`config.mk`:
```
export PLATFORM = sky130hd
export DESIGN_NAME = uart_rx_fifo
export DESIGN_NICKNAME = d
export VERILOG_FILES = /design/src/rtl/uart_pkg.sv /design/src/rtl/uart_pulse_sync.sv /design/src/rtl/uart_rx_fifo.sv
export SDC_FILE = /design/constraint.sdc
export NUM_CORES = 1
export LEC_CHECK = 0
export ABC_AREA = 1
export CORE_AREA = 2 2 160 162
export CTS_CLUSTER_SIZE = 24
export DETAILED_ROUTE_END_ITERATION = 7
export DIE_AREA = 0 0 162 164
export HOLD_SLACK_MARGIN = 0.1
export PLACE_DENSITY = 0.6
export SLEW_MARGIN = 40
export SYNTH_ARGS = -nofsm -noshare
export SYNTH_HDL_FRONTEND = slang
export SYNTH_SLANG_ARGS = --single-unit
```
`constraint.sdc`:
```
create_clock -name sys_clk -period 2.6 [get_ports sys_clk]
set_clock_uncertainty 0.1 [all_clocks]
set_input_delay 0.65 -clock sys_clk [delete_from_list [all_inputs] [get_ports sys_clk]]
set_output_delay 0.65 -clock sys_clk [all_outputs]
set_load 0.02 [all_outputs]
```
`src/rtl/uart_pkg.sv`:
```
// Shared types and constants for the UART receive path.
// Holds the RX FIFO entry layout and the interrupt trigger-level encoding.
package uart_pkg;

  typedef enum logic [1:0] {
    TRIG_1  = 2'b00,
    TRIG_4  = 2'b01,
    TRIG_8  = 2'b10,
    TRIG_14 = 2'b11
  } trig_lvl_e;

  typedef struct packed {
    logic       frame_err;
    logic       parity_err;
    logic [7:0] data;
  } rx_entry_t;

  // 4 chars x 10 bits x 16 oversample x divisor 6
  localparam int unsigned TIMEOUT_CYC_DEF = 3840;

  // The top setting tracks the FIFO size so deeper FIFOs still leave two slots of slack.
  function automatic int unsigned trig_level(input trig_lvl_e sel, input int unsigned depth);
    int unsigned lvl;
    case (sel)
      TRIG_1:  lvl = 1;
      TRIG_4:  lvl = 4;
      TRIG_8:  lvl = 8;
      default: lvl = depth - 2;
    endcase
    return lvl;
  endfunction

endpackage

```
`src/rtl/uart_pulse_sync.sv`:
```
// Brings a slow level strobe into the local clock domain and emits one
// single-cycle pulse on each rising edge of that strobe.
module uart_pulse_sync (
  input  logic clk_i,
  input  logic rst_ni,
  input  logic level_i,
  output logic pulse_o
);

  logic sync1_q, sync2_q, sync3_q;

  always_ff @(posedge clk_i or negedge rst_ni) begin
    if (!rst_ni) begin
      sync1_q <= 1'b0;
      sync2_q <= 1'b0;
      sync3_q <= 1'b0;
    end else begin
      sync1_q <= level_i;
      sync2_q <= sync1_q;
      sync3_q <= sync2_q;
    end
  end

  assign pulse_o = sync2_q & ~sync3_q;

endmodule

```
`src/rtl/uart_rx_fifo.sv`:
```
// Receive FIFO between uart_rx and the host registers: first-word-fall-through
// storage of {frame_err, parity_err, data} plus 16550-style line status and interrupts.
module uart_rx_fifo
  import uart_pkg::*;
#(
  parameter int unsigned DEPTH       = 16,
  parameter int unsigned TIMEOUT_CYC = TIMEOUT_CYC_DEF
) (
  input  logic                     sys_clk,
  input  logic                     reset,
  input  logic [7:0]               rx_data_i,
  input  logic                     rx_wr_en_i,
  input  logic                     parity_error_i,
  input  logic                     frame_error_i,
  input  logic                     rd_en_i,
  input  logic                     lsr_rd_i,
  input  logic                     fifo_clr_i,
  input  logic [1:0]               trig_lvl_i,
  output logic [7:0]               rd_data_o,
  output logic                     rd_parity_err_o,
  output logic                     rd_frame_err_o,
  output logic                     data_ready_o,
  output logic [$clog2(DEPTH):0]   count_o,
  output logic                     overrun_o,
  output logic                     err_in_fifo_o,
  output logic                     trig_irq_o,
  output logic                     timeout_irq_o
);

  localparam int unsigned PW = $clog2(DEPTH);
  localparam int unsigned CW = PW + 1;
  localparam int unsigned TW = $clog2(TIMEOUT_CYC + 1);

  logic            push;
  logic            empty, full;
  logic            do_pop, do_push, mem_we;
  logic            new_err, head_err;
  rx_entry_t       wr_entry, head;
  rx_entry_t       mem_q [DEPTH];

  logic [PW-1:0]   wr_ptr_q, wr_ptr_d;
  logic [PW-1:0]   rd_ptr_q, rd_ptr_d;
  logic [CW-1:0]   count_q, count_d;
  logic [CW-1:0]   err_cnt_q, err_cnt_d;
  logic [TW-1:0]   tmr_q, tmr_d;
  logic            overrun_q, overrun_d;
  logic            trig_q, trig_d;
  logic            tout_q, tout_d;

  uart_pulse_sync u_wr_sync (
    .clk_i   (sys_clk),
    .rst_ni  (reset),
    .level_i (rx_wr_en_i),
    .pulse_o (push)
  );

  assign wr_entry = {frame_error_i, parity_error_i, rx_data_i};
  assign head     = mem_q[rd_ptr_q];
  assign new_err  = wr_entry.frame_err | wr_entry.parity_err;
  assign head_err = head.frame_err | head.parity_err;

  assign empty   = (count_q == '0);
  assign full    = (count_q == CW'(DEPTH));
  // Pop is applied before push, so a full FIFO popped in the same cycle accepts the character.
  assign do_pop  = rd_en_i & ~empty;
  assign do_push = push & (~full | do_pop);
  assign mem_we  = do_push & ~fifo_clr_i;

  always_comb begin
    wr_ptr_d  = wr_ptr_q;
    rd_ptr_d  = rd_ptr_q;
    count_d   = count_q + CW'(do_push) - CW'(do_pop);
    err_cnt_d = err_cnt_q + CW'(do_push & new_err) - CW'(do_pop & head_err);
    overrun_d = overrun_q;
    tmr_d     = tmr_q;
    tout_d    = tout_q;
    trig_d    = (count_q >= CW'(trig_level(trig_lvl_e'(trig_lvl_i), DEPTH)));

    if (do_pop)  rd_ptr_d = rd_ptr_q + 1'b1;
    if (do_push) wr_ptr_d = wr_ptr_q + 1'b1;

    if (push && full && !do_pop && !fifo_clr_i) overrun_d = 1'b1;
    else if (lsr_rd_i)                           overrun_d = 1'b0;

    // Timer runs only while characters sit untouched in the FIFO; it saturates at the limit.
    if (push || do_pop || fifo_clr_i || empty) begin
      tmr_d  = '0;
      tout_d = 1'b0;
    end else begin
      if (tmr_q != TW'(TIMEOUT_CYC)) tmr_d = tmr_q + 1'b1;
      tout_d = (tmr_d == TW'(TIMEOUT_CYC));
    end

    if (fifo_clr_i) begin
      wr_ptr_d  = '0;
      rd_ptr_d  = '0;
      count_d   = '0;
      err_cnt_d = '0;
    end
  end

  always_ff @(posedge sys_clk or negedge reset) begin
    if (!reset) begin
      wr_ptr_q  <= '0;
      rd_ptr_q  <= '0;
      count_q   <= '0;
      err_cnt_q <= '0;
      tmr_q     <= '0;
      overrun_q <= 1'b0;
      trig_q    <= 1'b0;
      tout_q    <= 1'b0;
      for (int i = 0; i < DEPTH; i++) mem_q[i] <= '0;
    end else begin
      wr_ptr_q  <= wr_ptr_d;
      rd_ptr_q  <= rd_ptr_d;
      count_q   <= count_d;
      err_cnt_q <= err_cnt_d;
      tmr_q     <= tmr_d;
      overrun_q <= overrun_d;
      trig_q    <= trig_d;
      tout_q    <= tout_d;
      if (mem_we) mem_q[wr_ptr_q] <= wr_entry;
    end
  end

  assign rd_data_o       = head.data;
  assign rd_parity_err_o = head.parity_err;
  assign rd_frame_err_o  = head.frame_err;
  assign data_ready_o    = ~empty;
  assign count_o         = count_q;
  assign overrun_o       = overrun_q;
  assign err_in_fifo_o   = (err_cnt_q != '0);
  assign trig_irq_o      = trig_q;
  assign timeout_irq_o   = tout_q;

endmodule

```
==> results.sh, run 1 <==
export IMPL_drt_wirelength_per_cell_um=16.7
export IMPL_setup_viol=13
export IMPL_syn_instance_count=1102
export IMPL_yosysTopAreaCell="dfrtp_1"
export IMPL_crit_slowest_cell="dfrtp_2"
export IMPL_cp_required_ns=2.82
export IMPL_cp_slowest_stage_delay_ns=0.43
export IMPL_rsz0062_at_grt="yes"
export IMPL_vias=7765
export IMPL_relSlewSlack_pct=57.2
export IMPL_finalNetCount=1218
export IMPL_grt_pass1_vias=7684
export IMPL_synth_top_cell_area_share_pct=50.2
export IMPL_ant_nets=0
export IMPL_post_synth_cell_area_avg_um2=8.87
export IMPL_track_usage_pct=20.1
export IMPL_syn_nets=1145
export IMPL_gr_total_overflow=0
export IMPL_cts_root_buf="clkbuf_16"
export IMPL_cap_violations=0
export IMPL_cp_cell_sequence="clkinv_4 -> buf_12 -> buf_6 -> o21ai_2 -> nand3_1 -> nand3_1 -> nand2_2 -> nor2_2 -> nor2_1 -> ha_1 -> inv_1 -> ha_2 -> fa_2 -> nand2_2 -> a21oi_2 -> nor2_1 -> xor2_1 -> nor2_1"
export IMPL_total_leakage_power_nw=5.36
export IMPL_synth_distinct_cells=37
export IMPL_ios=38
export IMPL_cp_arrival_ns=3.08
export IMPL_grt_pass1_wl_mm=41.6
export IMPL_final_cell_mix="nand2_1 (205), dfrtp_1 (192), o21ai_0 (133), nor2_1 (116), o21ai_1 (71)"
export IMPL_hp_class="in2async"
export IMPL_finalSetupTns_ns=-2.00
export IMPL_place_congestion=0.821
export IMPL_clk_latency_ns=0.43
export IMPL_post_dp_cell_area_um2=11000
export IMPL_die_area_um2=26600
export IMPL_area_growth_pct=22.0
export IMPL_ys_seq_area_share_pct=50.2
export IMPL_clock_sinks=196
export IMPL_fin_ws_ns=-0.253
export IMPL_n_fill_cell=2341
export IMPL_startpoint="rd_ptr_q[0]"
export IMPL_final_core_util_pct=48.0
export IMPL_fin_area_um2=11900
export IMPL_clkSlewWorstSetupHoldPaths_ns=0.08
export IMPL_worst_slew_pin_transition_ns=0.641
export IMPL_path_max_fanout=6
export IMPL_fmax_ghz=0.350
export IMPL_grt_max_degree=62
export IMPL_vdd_drop_max_mv=0.471
export IMPL_netlist_area_um2=9770
export IMPL_finalMaxSlewViolations=0
export IMPL_drive_above_1_share_pct=21.9
export IMPL_num_antenna_cells=0
export IMPL_hold_viol_final=0
export IMPL_power_total_mw=9.88
export IMPL_core_rowCount=58
export IMPL_synth_seq_cells=196
export IMPL_layout_commonest_cell="nand2_1"
export IMPL_crit_path_end_kind="flop"
export IMPL_cts_path_max_buffers=2
export IMPL_antenna_found_initial=0
export IMPL_cp_common_cell="nor2_1"
export IMPL_power_density_nw_per_um2=828
export IMPL_drc=0
export IMPL_ys_warn_count=0
export IMPL_cts_tree="built"
export IMPL_drt_iter0_markers=553
export IMPL_start_util_pct=39.4
export IMPL_yosys_top_cells_area="dfrtp_1 (50%), o21ai_0 (8.4%), nand2_1 (8.2%), nor2_1 (4.7%), o21ai_2 (3.0%)"
export IMPL_worstReg2RegStart="rd_ptr_q[0]"
export IMPL_startpoint_type="flop"
export IMPL_status="finished with violations"
export IMPL_die_w_um=162
export IMPL_timing_final_crit_share_pct=110
export IMPL_holdBufCountCts=0
export IMPL_wl_mm=25.4
export IMPL_dp_hpwl_mm=16.4
export IMPL_port_buffers=37
export IMPL_core_area_um2=24800
export IMPL_fin_crit_ns=2.85
export IMPL_die_h_um=164
export IMPL_violations="negative setup slack"
export IMPL_htreeDepth=4
export IMPL_firstDrtPassIters=5
export IMPL_cts_buffers=17
export IMPL_crit_type="reg2reg"
export IMPL_whs_ns=0.0973
export IMPL_viasPerCell=5.12
-- sequential cells by signal, indices dropped and copies added, names as in the netlist, 4 cells and up --
register / flops
mem_q: 160
tmr_q: 12
count_o: 5
err_cnt_q: 5
rd_ptr_q: 4
wr_ptr_q: 4
-- cells by family after synthesis --
family,after synthesis,share of synthesized area [%]
adder cells (fa/ha/maj),25,3.35
AO/OA/AOI/OAI,308,18.5
XOR/XNOR,10,0.896
AND/OR/NAND/NOR,424,19.7
buffers and inverters,139,7.28
flip-flops,196,50.2
-- worst max-delay path: cells and delay by family, from the launching register on --
kind	cells	cell delay (ns)
DFF	1	0.43
and+or+nand+nor	8	0.70
xor gates and xnor gates	1	0.16
buffers and inverters	4	0.42
AOI/OAI and AO/OA	2	0.15
adders and majority gates	3	0.79
-- layer usage --
layer / up-vias / wire length [µm] / GRT usage, %
met5: - / 0 / 0
met4: 0 / 389 / 5.23
met3: 28 / 828 / 2.45
met2: 146 / 11800 / 32.4
met1: 3729 / 12300 / 28.7
li1: 3862 / - / -
-- cell usage after synthesis, drive strengths merged --
cell and instances:
o221ai 25, nand2 235, o21ai 245, ha 23, nor3 7, nand4 22, xor2 8, o21bai 1
a21oi 13, a21boi 1, clkbuf 27, inv 59, a31oi 2, a211oi 1, nor2 128, dfrtp 196
xnor2 2, o211ai 10, o22ai 8, o21a 2, fa 2, nand3 32, buf 51, clkinv 2
-- layout make-up --
class / instances / area (µm²) / share of cell area [%]
clock inverters: 15 / 196 / 1.65
well taps: 330 / 413 / 3.46
inverters: 61 / 239 / 2.00
clock buffers: 17 / 425 / 3.57
repair buffers: 132 / 1420 / 11.9
flip-flops and latches: 196 / 4910 / 41.2
multi-input cells: 767 / 4320 / 36.2
-- metrics by stage --
stage / instances / setup slack (ns)
6_report: 1518 / -0.253
5_1_grt: 1518 / -0.408
3_5_place_dp: 1474 / -0.381
3_3_place_gp: 1474 / -0.366
2_1_floorplan: 1102 / -0.0987
4_1_cts: 1514 / -0.219
-- worst paths after layout --
kind                                     endpoint  slack, ns  depth (start not counted)
min in group sys_clk            u_wr_sync.sync2_q       0.25                          0
worst min-delay path                 err_cnt_q[2]        0.1                          1
worst max-delay path                 err_cnt_q[4]      -0.25                         18
max in group asynchronous              count_o[3]       1.57                          2
worst min register to register  u_wr_sync.sync2_q       0.25                          0
worst max register to register       err_cnt_q[4]      -0.25                         18
-- where the power goes --
| group | switching, mW | total [mW] | leakage (nW) | internal [mW] |
|---|---|---|---|---|
| combinational | 2.03 | 3.68 | 2.38 | 1.65 |
| sequential | 0.171 | 3.47 | 2.68 | 3.30 |
| clock | 1.38 | 2.72 | 0.300 | 1.33 |
| total | 3.59 | 9.88 | 5.36 | 6.29 |
-- timing repair --
item | 4_1_cts | 5_1_grt
setup endpoints to repair | 14 | 15
gates resized for setup | 109 | 36
pin swaps | 21 | 27
buffers inserted | 7 | 6
cloned | 1 | 0
Power figures use the tool's default switching activity.
==> inputs of run 2 (changes only) <==
--- a/config.mk
+++ b/config.mk
@@ -12,7 +12,7 @@
 export DIE_AREA = 0 0 162 164
 export HOLD_SLACK_MARGIN = 0.1
 export PLACE_DENSITY = 0.6
-export SLEW_MARGIN = 40
+export SLEW_MARGIN = 20
 export SYNTH_ARGS = -nofsm -noshare
 export SYNTH_HDL_FRONTEND = slang
 export SYNTH_SLANG_ARGS = --single-unit
==> results of run 2 <==
Final layout, timing and power as in run 1 (identical DEF).
==> inputs of run 3 (changes only) <==
--- a/config.mk
+++ b/config.mk
@@ -10,6 +10,7 @@
 export CTS_CLUSTER_SIZE = 24
 export DETAILED_ROUTE_END_ITERATION = 7
 export DIE_AREA = 0 0 162 164
+export GPL_TIMING_DRIVEN = 1
 export HOLD_SLACK_MARGIN = 0.1
 export PLACE_DENSITY = 0.6
 export SLEW_MARGIN = 20
==> results of run 3 <==
Final layout, timing and power as in run 1 (identical DEF).
